File: src/rtl/mul_arbiter.sv
// Round-robin arbiter sharing one pipelined Q2.22 multiplier among NREQ requesters, with tag-tracked result routing.
// Latency: issue one cycle after handshake; response one cycle after mul_valid_out (MUL_LAT + 2 from handshake).
// Backpressure: one-hot combinational req_ready, none while flushing; the multiplier side has no backpressure.
module mul_arbiter #(
    parameter int NREQ    = 4,
    parameter int MUL_LAT = 15
) (
    input  logic                               clk,
    input  logic                               rst_n,
    input  logic [NREQ-1:0]                    req_valid,
    input  logic [24*NREQ-1:0]                 req_a,
    input  logic [24*NREQ-1:0]                 req_b,
    output logic [NREQ-1:0]                    req_ready,
    output logic [23:0]                        mul_a,
    output logic [23:0]                        mul_b,
    output logic                               mul_valid_in,
    input  logic [23:0]                        mul_p,
    input  logic                               mul_valid_out,
    output logic [NREQ-1:0]                    resp_valid,
    output logic [23:0]                        resp_p,
    input  logic                               flush,
    output logic                               busy,
    output logic [$clog2(MUL_LAT+1)-1:0]       inflight,
    output logic                               err,
    input  logic                               err_clr
);

    localparam int IW = (NREQ > 1) ? $clog2(NREQ) : 1;
    localparam int CW = $clog2(MUL_LAT + 1);

    localparam logic [0:0] ST_RUN   = 1'b0;
    localparam logic [0:0] ST_FLUSH = 1'b1;

    logic [0:0]         state_q, state_d;
    logic [CW-1:0]      cnt_q, cnt_d;
    logic [IW-1:0]      rr_q, rr_d;
    logic [NREQ-1:0]    gnt;
    logic [IW-1:0]      gnt_idx;
    logic               gnt_any;
    logic [IW-1:0]      sel;
    logic [23:0]        iss_a, iss_b;

    logic               mul_valid_in_q;
    logic [IW-1:0]      iss_idx_q;
    logic [23:0]        mul_a_q, mul_b_q;
    logic [MUL_LAT-1:0] tag_vld_q;
    logic [IW-1:0]      tag_idx_q [MUL_LAT];
    logic [CW-1:0]      inflight_q, inflight_d;
    logic               err_q, err_d;
    logic [NREQ-1:0]    resp_valid_q, resp_dec;
    logic [23:0]        resp_p_q;

    logic               in_run, flush_enter, tag_out_vld, ret_match, mismatch;
    logic [IW-1:0]      tag_out_idx;

    assign in_run      = (state_q == ST_RUN);
    assign flush_enter = flush & in_run;
    assign tag_out_vld = tag_vld_q[MUL_LAT-1];
    assign tag_out_idx = tag_idx_q[MUL_LAT-1];
    assign ret_match   = in_run & mul_valid_out & tag_out_vld;
    assign mismatch    = in_run & (mul_valid_out != tag_out_vld);

    // Round-robin search from rr_q; only requesters presenting valid can be granted.
    always_comb begin
        gnt     = '0;
        gnt_idx = '0;
        gnt_any = 1'b0;
        sel     = '0;
        if (in_run) begin
            for (int k = 0; k < NREQ; k++) begin
                sel = IW'((int'(rr_q) + k) % NREQ);
                if (!gnt_any && req_valid[sel]) begin
                    gnt_any  = 1'b1;
                    gnt[sel] = 1'b1;
                    gnt_idx  = sel;
                end
            end
        end
    end

    // Operand mux for the granted requester.
    always_comb begin
        iss_a = '0;
        iss_b = '0;
        for (int k = 0; k < NREQ; k++) begin
            if (gnt[k]) begin
                iss_a = req_a[k*24 +: 24];
                iss_b = req_b[k*24 +: 24];
            end
        end
    end

    // Owner decode of the tag leaving the pipe.
    always_comb begin
        resp_dec = '0;
        for (int k = 0; k < NREQ; k++) begin
            resp_dec[k] = (tag_out_idx == IW'(k));
        end
    end

    // RUN/FLUSH sequencing; a flush while already flushing restarts the drain window.
    always_comb begin
        state_d = state_q;
        cnt_d   = cnt_q;
        if (in_run) begin
            if (flush) begin
                state_d = ST_FLUSH;
                cnt_d   = CW'(MUL_LAT);
            end
        end else if (flush) begin
            cnt_d = CW'(MUL_LAT);
        end else if (cnt_q <= CW'(1)) begin
            state_d = ST_RUN;
            cnt_d   = '0;
        end else begin
            cnt_d = cnt_q - CW'(1);
        end
    end

    // Occupancy: count up when an op enters the tag pipe, down when a valid tag leaves it
    // (a tag leaving without its strobe is flagged as an error and retired anyway).
    always_comb begin
        if (flush_enter) begin
            inflight_d = '0;
        end else begin
            inflight_d = inflight_q + CW'(mul_valid_in_q) - CW'(tag_out_vld);
        end
        err_d = mismatch | (err_q & ~err_clr);
        rr_d  = gnt_any ? IW'((int'(gnt_idx) + 1) % NREQ) : rr_q;
    end

    // Control state, pointer, occupancy and error flag.
    always_ff @(posedge clk or negedge rst_n) begin
        if (!rst_n) begin
            state_q    <= ST_RUN;
            cnt_q      <= '0;
            rr_q       <= '0;
            inflight_q <= '0;
            err_q      <= 1'b0;
        end else begin
            state_q    <= state_d;
            cnt_q      <= cnt_d;
            rr_q       <= rr_d;
            inflight_q <= inflight_d;
            err_q      <= err_d;
        end
    end

    // Issue register; operands hold when nothing is granted.
    always_ff @(posedge clk or negedge rst_n) begin
        if (!rst_n) begin
            mul_valid_in_q <= 1'b0;
            iss_idx_q      <= '0;
            mul_a_q        <= '0;
            mul_b_q        <= '0;
        end else begin
            mul_valid_in_q <= gnt_any;
            if (gnt_any) begin
                iss_idx_q <= gnt_idx;
                mul_a_q   <= iss_a;
                mul_b_q   <= iss_b;
            end
        end
    end

    // Tag pipe fed from the issue register so the tag exits together with mul_valid_out.
    // Entering FLUSH kills every older tag; the op granted in the flush cycle enters afterwards and survives.
    always_ff @(posedge clk or negedge rst_n) begin
        if (!rst_n) begin
            tag_vld_q <= '0;
            for (int k = 0; k < MUL_LAT; k++) begin
                tag_idx_q[k] <= '0;
            end
        end else begin
            if (flush_enter) begin
                tag_vld_q <= '0;
            end else begin
                tag_vld_q <= {tag_vld_q[MUL_LAT-2:0], mul_valid_in_q};
            end
            tag_idx_q[0] <= iss_idx_q;
            for (int k = 1; k < MUL_LAT; k++) begin
                tag_idx_q[k] <= tag_idx_q[k-1];
            end
        end
    end

    // Response register routed to the tag owner.
    always_ff @(posedge clk or negedge rst_n) begin
        if (!rst_n) begin
            resp_valid_q <= '0;
            resp_p_q     <= '0;
        end else begin
            resp_valid_q <= ret_match ? resp_dec : '0;
            if (ret_match) begin
                resp_p_q <= mul_p;
            end
        end
    end

    assign req_ready    = gnt;
    assign mul_valid_in = mul_valid_in_q;
    assign mul_a        = mul_a_q;
    assign mul_b        = mul_b_q;
    assign resp_valid   = resp_valid_q;
    assign resp_p       = resp_p_q;
    assign inflight     = inflight_q;
    assign err          = err_q;
    assign busy         = (state_q == ST_FLUSH) | (inflight_q != '0);

endmodule

File: config.mk
export PLATFORM = sky130hd
export DESIGN_NAME = mul_arbiter
export DESIGN_NICKNAME = d
export VERILOG_FILES = /design/src/rtl/mul_arbiter.sv
export SDC_FILE = /design/constraint.sdc
export NUM_CORES = 1
export LEC_CHECK = 0
export BUFFER_PORTS_ARGS = -buffer_cell sky130_fd_sc_hd__buf_2
export CAP_MARGIN = 40
export CORE_AREA = 2 2 120 122
export DETAILED_ROUTE_END_ITERATION = 7
export DIE_AREA = 0 0 122 124
export PLACE_DENSITY = 0.83
export SKIP_CTS_REPAIR_TIMING = 1
export SLEW_MARGIN = 0
export SYNTH_ARGS = -nofsm -noshare
export SYNTH_HDL_FRONTEND = slang
export SYNTH_SLANG_ARGS = --single-unit
File: constraint.sdc
create_clock -name clk -period 6.5 [get_ports clk]
set_clock_uncertainty 0.1 [all_clocks]
set_input_delay 1.3 -clock clk [delete_from_list [all_inputs] [get_ports clk]]
set_output_delay 1.3 -clock clk [all_outputs]
set_load 0.005 [all_outputs]
# == After elaboration in Yosys (flattened, before gate mapping) ==
# Index checks and enable logic that the tools add are counted.
# op_classes
n_addsub,7
n_bitwise,12
eq_ne,4
mux,56
order_cmp,9
n_reduce_logical,13
# ops
op,count
two-way mux 24 bit,8
two-way mux 4 bit,14
two-way mux 1 bit,20
two-way mux 15 bit,1
"< comparator 2 x 3 -> 1 bit, second input constant",4
bitwise OR 4 bit,3
two-way mux 2 bit,5
binary-select mux 1 bit (select 2 bit),4
demux 1 bit (select 2 bit),4
">= comparator 2 x 1 -> 1 bit, second input constant",4
logical AND 1 bit,7
AND 1 bit,5
"adder 2 x 1 -> 2 bit, second input constant",2
"adder 2 bit, second input constant",2
adder 4 x 1 -> 4 bit,1
"== test 2 bit, second input constant",2
"less-or-equal comparator 4 x 1 -> 1 bit, second input constant",1
nonzero test 4 bit,1
subtractor 4 x 1 -> 4 bit,1
"subtractor 4 x 1 -> 4 bit, second input constant",1
zero test 1 bit,3
"== test 2 x 1 -> 1 bit, second input constant",1
zero test 2 bit,1
NOT 1 bit,2
other kinds (3),4
# totals
regBits,136
out_inout_bits,87
wordCells,128
input_bits,225

# == Logic depth before layout (Yosys ltp) ==
# Gate-level depths: netlist of the first run.
# logic_depth
ltp_word,20
depth_mapped,11
ltp_nobuf,8

# == Least setup slack after synthesis of the first run ==
# No wires, ideal clock.
# synth_path
path_type,input to output
from,input port req_valid[3]
to,output port req_ready[3]
required_time_ps,5100
cell_stages,6
arrival_ps,2819
n_path_buf,2
path_slack_ps,2281
path_cell_list,buf_2 mux4_2 nand3b_1 a31o_2 a21oi_2 buf_2
# synth_between
elab_chain_cells,16
elab_cells_between_ends,31
classes_between,mux (22); bitwise (3); reduce/logical (6)
# synth_rtl
item,line,text
"start, declared",10,"input logic [NREQ-1:0] req_valid,"
binary-select mux 1 bit (select 2 bit),72,if (!gnt_any && req_valid[sel]) begin
two-way mux 1 bit (implied by the code),72,
two-way mux 1 bit,72,
two-way mux 1 bit,69,if (in_run) begin
zero test 1 bit,72,
logical AND 1 bit,72,
two-way mux 1 bit,72,
two-way mux 1 bit,69,
zero test 1 bit,72,
logical AND 1 bit,72,
two-way mux 1 bit,72,
two-way mux 1 bit,69,
zero test 1 bit,72,
logical AND 1 bit,72,
two-way mux 4 bit *,72,
two-way mux 4 bit *,69,
"end, declared",13,"output logic [NREQ-1:0] req_ready,"
# Mark *: on every way between the ends. The rest lies on a longest branch, timed or not. The select of a mux whose other input is x is not followed.

# == Worst setup path after layout of the first run ==
# layout_path
from,register rr_q[0]
to,output port req_ready[0]
# layout_between
elab_chain_cells,16
elab_cells_between_ends,54
classes_between,add/sub (3); order compare (8); mux (30); bitwise (3); reduce/logical (10)
# layout_rtl
item,line,text
"start, declared",36,"logic [IW-1:0] rr_q, rr_d;"
"start signal, assigned",143,rr_q <= rr_d;
branches (longest 14 deep; another with < comparator 2 x 3 -> 1 bit),--,
two-way mux 4 bit *,72,
two-way mux 4 bit *,69,
# Mark *: on every way between the ends. The select of a mux whose other input is x is not followed.

==> results of run 1 <==
-- layout make-up --
type	instances	area, um^2
Inverter	20	75.1
Clock buffer	20	447
Clock inverter	11	124
Sequential cell	136	3400
Multi-Input combinational cell	390	2710
Tap cell	180	225
Fill cell	1121	5050
Timing Repair Buffer	323	1680
-- routing by layer --
layer | routed length, um | GRT usage
met5 | 13 | 0
met4 | 778 | 0.138
met3 | 2170 | 0.0765
met2 | 10300 | 0.459
met1 | 8150 | 0.341
-- layout by cell type (no fill, tap or decap), drive strengths merged, types with 2 or more instances in the layout --
master,count
buf,323
dfrtp,136
nand2,84
o21ai,54
and3,49
a22oi,48
a222oi,48
inv,21
clkbuf,20
and2,19
ha,15
nor2,12
a21oi,7
xnor2,5
clkinv,5
nand3b,3
mux4,3
nand3,3
a21o,3
mux2i,3
clkinvlp,3
a2111oi,3
o311ai,3
and3b,2
nor3,2
o211ai,2
nor2b,2
nor3b,2
bufinv,2
a31o,2
o22ai,2
-- state kept, by name, summed over array words and instances (netlist names) --
signal        flops
tag_vld_q        15
inflight          4
mul_valid_in      1
rr_q              2
cnt_q             4
tag_out_idx       2
err               1
resp_p           24
mul_b            24
tag_idx_q        28
mul_a            24
state_q           1
resp_valid        4
iss_idx_q         2
-- report_power, final --
group / switching [mW] / leakage [nW] / total, mW / internal [mW]
Sequential: 0.0139 / 1.82 / 0.885 / 0.872
Clock: 0.361 / 0.273 / 0.934 / 0.573
Combinational: 0.102 / 2.56 / 0.209 / 0.107
Total: 0.477 / 4.66 / 2.03 / 1.55
-- critical path: cells and delay by family (launching register included) --
family	cells	cell delay [ns]
DFF	1	0.71
AOI/OAI and AO/OA	2	0.71
buffers and inverters	2	0.48
and+or+nand+nor	2	0.47
adders and majority gates	1	0.45
-- worst min-delay path by stage --
stage                  start            end  slack [ns]
2_1_floorplan  tag_idx_q[12]  tag_idx_q[10]        0.23
3_3_place_gp   tag_idx_q[23]  tag_idx_q[21]        0.23
3_5_place_dp    tag_idx_q[9]   tag_idx_q[7]        0.23
4_1_cts         tag_idx_q[9]   tag_idx_q[7]        0.25
5_1_grt        tag_idx_q[25]  tag_idx_q[23]        0.25
6_report       tag_idx_q[29]  tag_idx_q[27]        0.24
-- through the flow --
| stage | utilization | cell area (um^2) | setup WS, ns | power, mW | hold WS [ns] |
|---|---|---|---|---|---|
| final | 0.632 | 8670 | 1.85 | 2.03 | 0.245 |
| after global routing | 0.632 | 8670 | 1.60 | 2.11 | 0.253 |
| after CTS | 0.632 | 8670 | 1.82 | 2.04 | 0.248 |
| after detailed placement | 0.590 | 8100 | 2.06 | 1.11 | 0.235 |
| after global placement | 0.587 | 8060 | 2.08 | 1.10 | 0.235 |
| after floorplan | - | 6420 | 2.28 | 0.982 | 0.231 |
-- logic make-up (layout without fill, tap and decap cells) --
logic type | count (synthesis) | after routing | share of synthesized area
xor gates and xnor gates | 5 | 5 | 0.00682
adders and majority gates | 16 | 16 | 0.0323
DFF | 136 | 136 | 0.530
buffers and inverters | 69 | 374 | 0.0524
AOI/OAI and AO/OA | 180 | 180 | 0.221
muxes | 6 | 6 | 0.0152
and+or+nand+nor | 183 | 183 | 0.143
==> run summary, run 1 <==
=================================================================================
Result of the run .................................................. finished with violations
Violated checks .................................................... design-rule violations
Post-synth top flop ................................................      dfrtp_1
Average via count per standard cell ................................         5.85
Number of CTS-inserted buffers .....................................           17
FF-to-FF setup slack ...............................................      2.35 ns
Die outline width ..................................................       122 um
Overall die height .................................................       124 um
Crit path kind .....................................................      reg2out
Area leader, netlist ...............................................      dfrtp_1
Overall via count from detail_route ................................         6323
Hold crit path type ................................................      reg2reg
Detailed Routing Iterations Pass 1 .................................            8
Worst path required time ...........................................      5.10 ns
Count of distinct cell types in the synthesized netlist ............           55
Clock buffer depth .................................................            2
Share of the synthesized area in the top cell type .................        0.530
Number of global-route vias before repair ..........................         6015
Maximum level of the CTS H-tree ....................................            4
Drt wl/cell ........................................................      19.8 um
Setup-failing EPs final ............................................            0
Core Box Area ......................................................  0.0137 mm^2
Number of sinks driven by the clock tree ...........................          136
Final Max Slew Viols ...............................................            0
Ordered cell list for the critical path ............................ inv_1 -> ha_1 -> nor4b_1 -> a22o_1 -> nor2_2 -> o311ai_4 -> buf_2
Transition time at the pin with the least slew margin ..............     0.747 ns
Number of core rows ................................................           43
Area delta synth->final ............................................        35.0%
Worst skew pair latency ............................................      0.41 ns
Top cell types by occurrence after synthesis ....................... 136 x dfrtp_1, 84 x nand2_1, 49 x and3_1, 48 x a222oi_1, 48 x a22oi_1
Slew Limit Headroom ................................................        0.502
Library cell used as clock root buffer .............................    clkbuf_16
Antenna violations before repair ...................................            2
Setup Total Neg Slack ..............................................         0 ns
Clock slew seen by the registers of the worst setup and hold paths .      0.06 ns
Power density over the cells .......................................  234 mW/mm^2
Number of nets in the final layout .................................         1129
Post-Synthesis Cell Area ........................................... 0.00642 mm^2
Net Count, Synth ...................................................          836
EDFF count, synth ..................................................            0
Worst hold path cell count .........................................            0
Setup repair after global routing missed its margin ................           no
Number of DRC markers after the initial detailed-route iteration ...          603
Timing startpoint of the critical path .............................      rr_q[0]
GP Congestion ......................................................        0.953
Drt drc ............................................................            3
Total I/O pin count ................................................          312
Detailed-route wire length .........................................     21400 um
Total count of hold-check failures in the final report .............            0
Share of cells above drive strength 1 ..............................        0.409
Cell with the biggest individual delay on the critical path ........      dfrtp_1
Initial Util .......................................................        0.468
Global route overflow ..............................................            0
Pin count of the biggest net entering global routing ...............           68
Die Area ...........................................................  0.0151 mm^2
IO buf count .......................................................          311
Peak per-stage delay on the critical path ..........................      0.71 ns
CTS tree ...........................................................        built
Crit Reg-Reg Endpoint ..............................................    mul_a[16]
Min cycle time layout ..............................................      4.65 ns
Logic depth of the worst register-to-register path .................            9
Async set-or-reset flop fraction in the synthesized netlist ........         1.00
Cell with the most instances after synthesis .......................      dfrtp_1
Antenna cells ......................................................            0
Number of maximum-capacitance violations ...........................            0
Static Leakage .....................................................      4.66 nW
Synth warnings .....................................................            0
Max FO, Critical Path ..............................................           15
Sequential element share of the synthesized area ...................        0.530
Layout Cells excl Fill .............................................         1080
Startpoint kind of the worst setup timing path .....................     register
Detailed Place HPWL ................................................     15200 um
First-pass GRT wire length .........................................     31900 um
Worst Setup EP ..................................................... req_ready[0]
Origin of the critical flop-to-flop path ...........................      rr_q[0]
Antenna-violating nets left ........................................            0
GR Util All Layers .................................................        0.279
Post-route clock period utilization ................................        0.715
Peak VDD IR ........................................................       170 uV
Synthesized netlist cell count .....................................          595
Highest clock frequency the design can meet ........................    0.215 GHz
Crit path capture type ............................................. primary output
DP Cell Count ......................................................         1049
CP Data Arrival Time ...............................................      3.25 ns
Synth Register Bits ................................................          136
Ranking of synthesized cells by area ............................... dfrtp_1 53%, a222oi_1 7.5%, a22oi_1 5.6%
Synthesized area per cell ..........................................    10.8 um^2
=================================================================================
(Power assumes the default switching activity.)
==> inputs of run 2 (changes only) <==
Clock period 6.5 ns to 4.48 ns, I/O delays scaled along.
==> run summary, run 2 (synthesized netlist as in run 1, its figures left out) <==
=================================================================================
Register Area ...................................................... 0.00340 mm^2
Detailed-route wire length .........................................     21600 um
Drt drc ............................................................           17
Area delta synth->final ............................................        36.4%
GR Util All Layers .................................................        0.280
Violated checks .................................................... design-rule violations
DP Cell Count ......................................................         1051
Antenna-violating nets left ........................................            0
Final Max Slew Viols ...............................................            0
Met3 Resource Use GR ...............................................       0.0723
Detailed Routing Iterations Pass 1 .................................            8
Antenna violations before repair ...................................            2
Max reg flops ......................................................           28
Number of global-route vias before repair ..........................         5984
Most common library cell in the layout ignoring fill and taps ......        buf_2
Transition time at the pin with the least slew margin ..............     0.821 ns
Total count of hold-check failures in the final report .............            0
Pin count of the biggest net entering global routing ...............           89
Number of DRC markers after the initial detailed-route iteration ...          673
Highest-count cells in the layout ignoring fill and taps ........... 310 x buf_2, 136 x dfrtp_1, 83 x nand2_1
CTS tree ...........................................................        built
Overall via count from detail_route ................................         6264
Startpoint kind of the worst setup timing path .....................     register
IO buf count .......................................................          311
Met2 track demand over resource in global routing ..................        0.474
Hold Path Origin ................................................... tag_idx_q[9]
Max FO, Critical Path ..............................................           15
Peak VDD IR ........................................................       283 uV
Power density over the cells .......................................  357 mW/mm^2
Detailed Place HPWL ................................................     15300 um
Largest reg by FF count ............................................    tag_idx_q
Initial Util .......................................................        0.468
Setup-failing EPs final ............................................            0
Library cell used as clock root buffer .............................    clkbuf_16
Crit path capture type ............................................. primary output
Worst path required time ...........................................      3.48 ns
Final critical-path setup slack ....................................     0.300 ns
Highest clock frequency the design can meet ........................    0.239 GHz
Area occupied by multi-input gates ................................. 0.00271 mm^2
Post-route clock period utilization ................................        0.933
Average via count per standard cell ................................         5.77
Share of cells above drive strength 1 ..............................        0.411
Total I/O pin count ................................................          312
Min cycle time layout ..............................................      4.18 ns
Drt wl/cell ........................................................      19.9 um
Setup Total Neg Slack ..............................................         0 ns
Result of the run .................................................. finished with violations
Setup repair after global routing missed its margin ................           no
Cell with the biggest individual delay on the critical path ........      dfrtp_1
Clock slew seen by the registers of the worst setup and hold paths .      0.06 ns
Core Box Area ......................................................  0.0137 mm^2
Timing startpoint of the critical path .............................      rr_q[0]
Minimum setup slack after placement ................................     0.722 ns
Worst skew pair latency ............................................      0.41 ns
Number of sinks driven by the clock tree ...........................          136
Static Leakage .....................................................      4.70 nW
Number of nets in the final layout .................................         1131
Number of core rows ................................................           43
Clock buffer depth .................................................            2
Met1 global-route usage ............................................        0.344
Number of CTS-inserted buffers .....................................           17
CP Data Arrival Time ...............................................      3.18 ns
Layout Cells excl Fill .............................................         1085
Die outline width ..................................................       122 um
Origin of the critical flop-to-flop path ...........................      rr_q[0]
First-pass GRT wire length .........................................     31600 um
Busiest layer in global routing ....................................         met2
GP Congestion ......................................................        0.915
Crit path kind .....................................................      reg2out
Slew Limit Headroom ................................................        0.453
Ordered cell list for the critical path ............................ inv_1 -> ha_1 -> mux4_2 -> nand3b_1 -> a31o_1 -> and2_1 -> nor2_1 -> buf_2
Die Area ...........................................................  0.0151 mm^2
Maximum level of the CTS H-tree ....................................            4
Overall die height .................................................       124 um
Hold crit path type ................................................      reg2reg
Global route overflow ..............................................            0
Peak per-stage delay on the critical path ..........................      0.69 ns
Number of fill cells in the layout .................................         1144
Number of maximum-capacitance violations ...........................            0
=================================================================================
## run 2: layer usage
layer / routed length, um / part of all wire
met3: 2240 / 0.10
met1: 8150 / 0.38
met5: 13 / 0.00060
met2: 10600 / 0.49
met4: 532 / 0.025
## run 2: final timing paths
check	to	slack, ns	cells past startpoint
max	req_ready[2]	0.30	8
min	tag_idx_q[7]	0.25	0
max reg2reg	mul_b[3]	0.68	9
min reg2reg	tag_idx_q[7]	0.25	0
max in group asynchronous	iss_idx_q[1]	2.92	2
min in group asynchronous	resp_valid[2]	0.42	1
## run 2: where the power goes
part           internal (mW)  leakage [nW]  switching (mW)
Sequential              1.26          1.82          0.0204
Combinational          0.156          2.57           0.149
Clock                   1.02         0.310           0.522
Total                   2.44          4.70           0.692
## run 2: layout make-up
| type | instances | share of cell area |
|---|---|---|
| inverters | 20 | 0.00857 |
| repair buffers | 325 | 0.192 |
| well taps | 180 | 0.0257 |
| diodes | 2 | 0.000571 |
| flip-flops and latches | 136 | 0.389 |
| clock inverters | 11 | 0.0223 |
| clock buffers | 21 | 0.0526 |
| multi-input cells | 390 | 0.310 |
## run 2: stage by stage
stage / utilization / total power, mW / cell area [um^2] / hold WS, ns
finish: 0.638 / 3.13 / 8760 / 0.248
floorplan: - / 1.42 / 6420 / 0.231
CTS: 0.638 / 3.15 / 8750 / 0.249
detailed placement: 0.590 / 1.61 / 8100 / 0.235
global placement: 0.590 / 1.60 / 8100 / 0.233
global route: 0.638 / 3.25 / 8760 / 0.252
## run 2: critical path, delay by kind of cell, from the launching register on
kind	cells	cell delay, ns
and+or+nand+nor	3	0.52
buffers and inverters	2	0.39
AOI/OAI and AO/OA	1	0.26
DFF	1	0.69
adders and majority gates	1	0.47
muxes	1	0.44
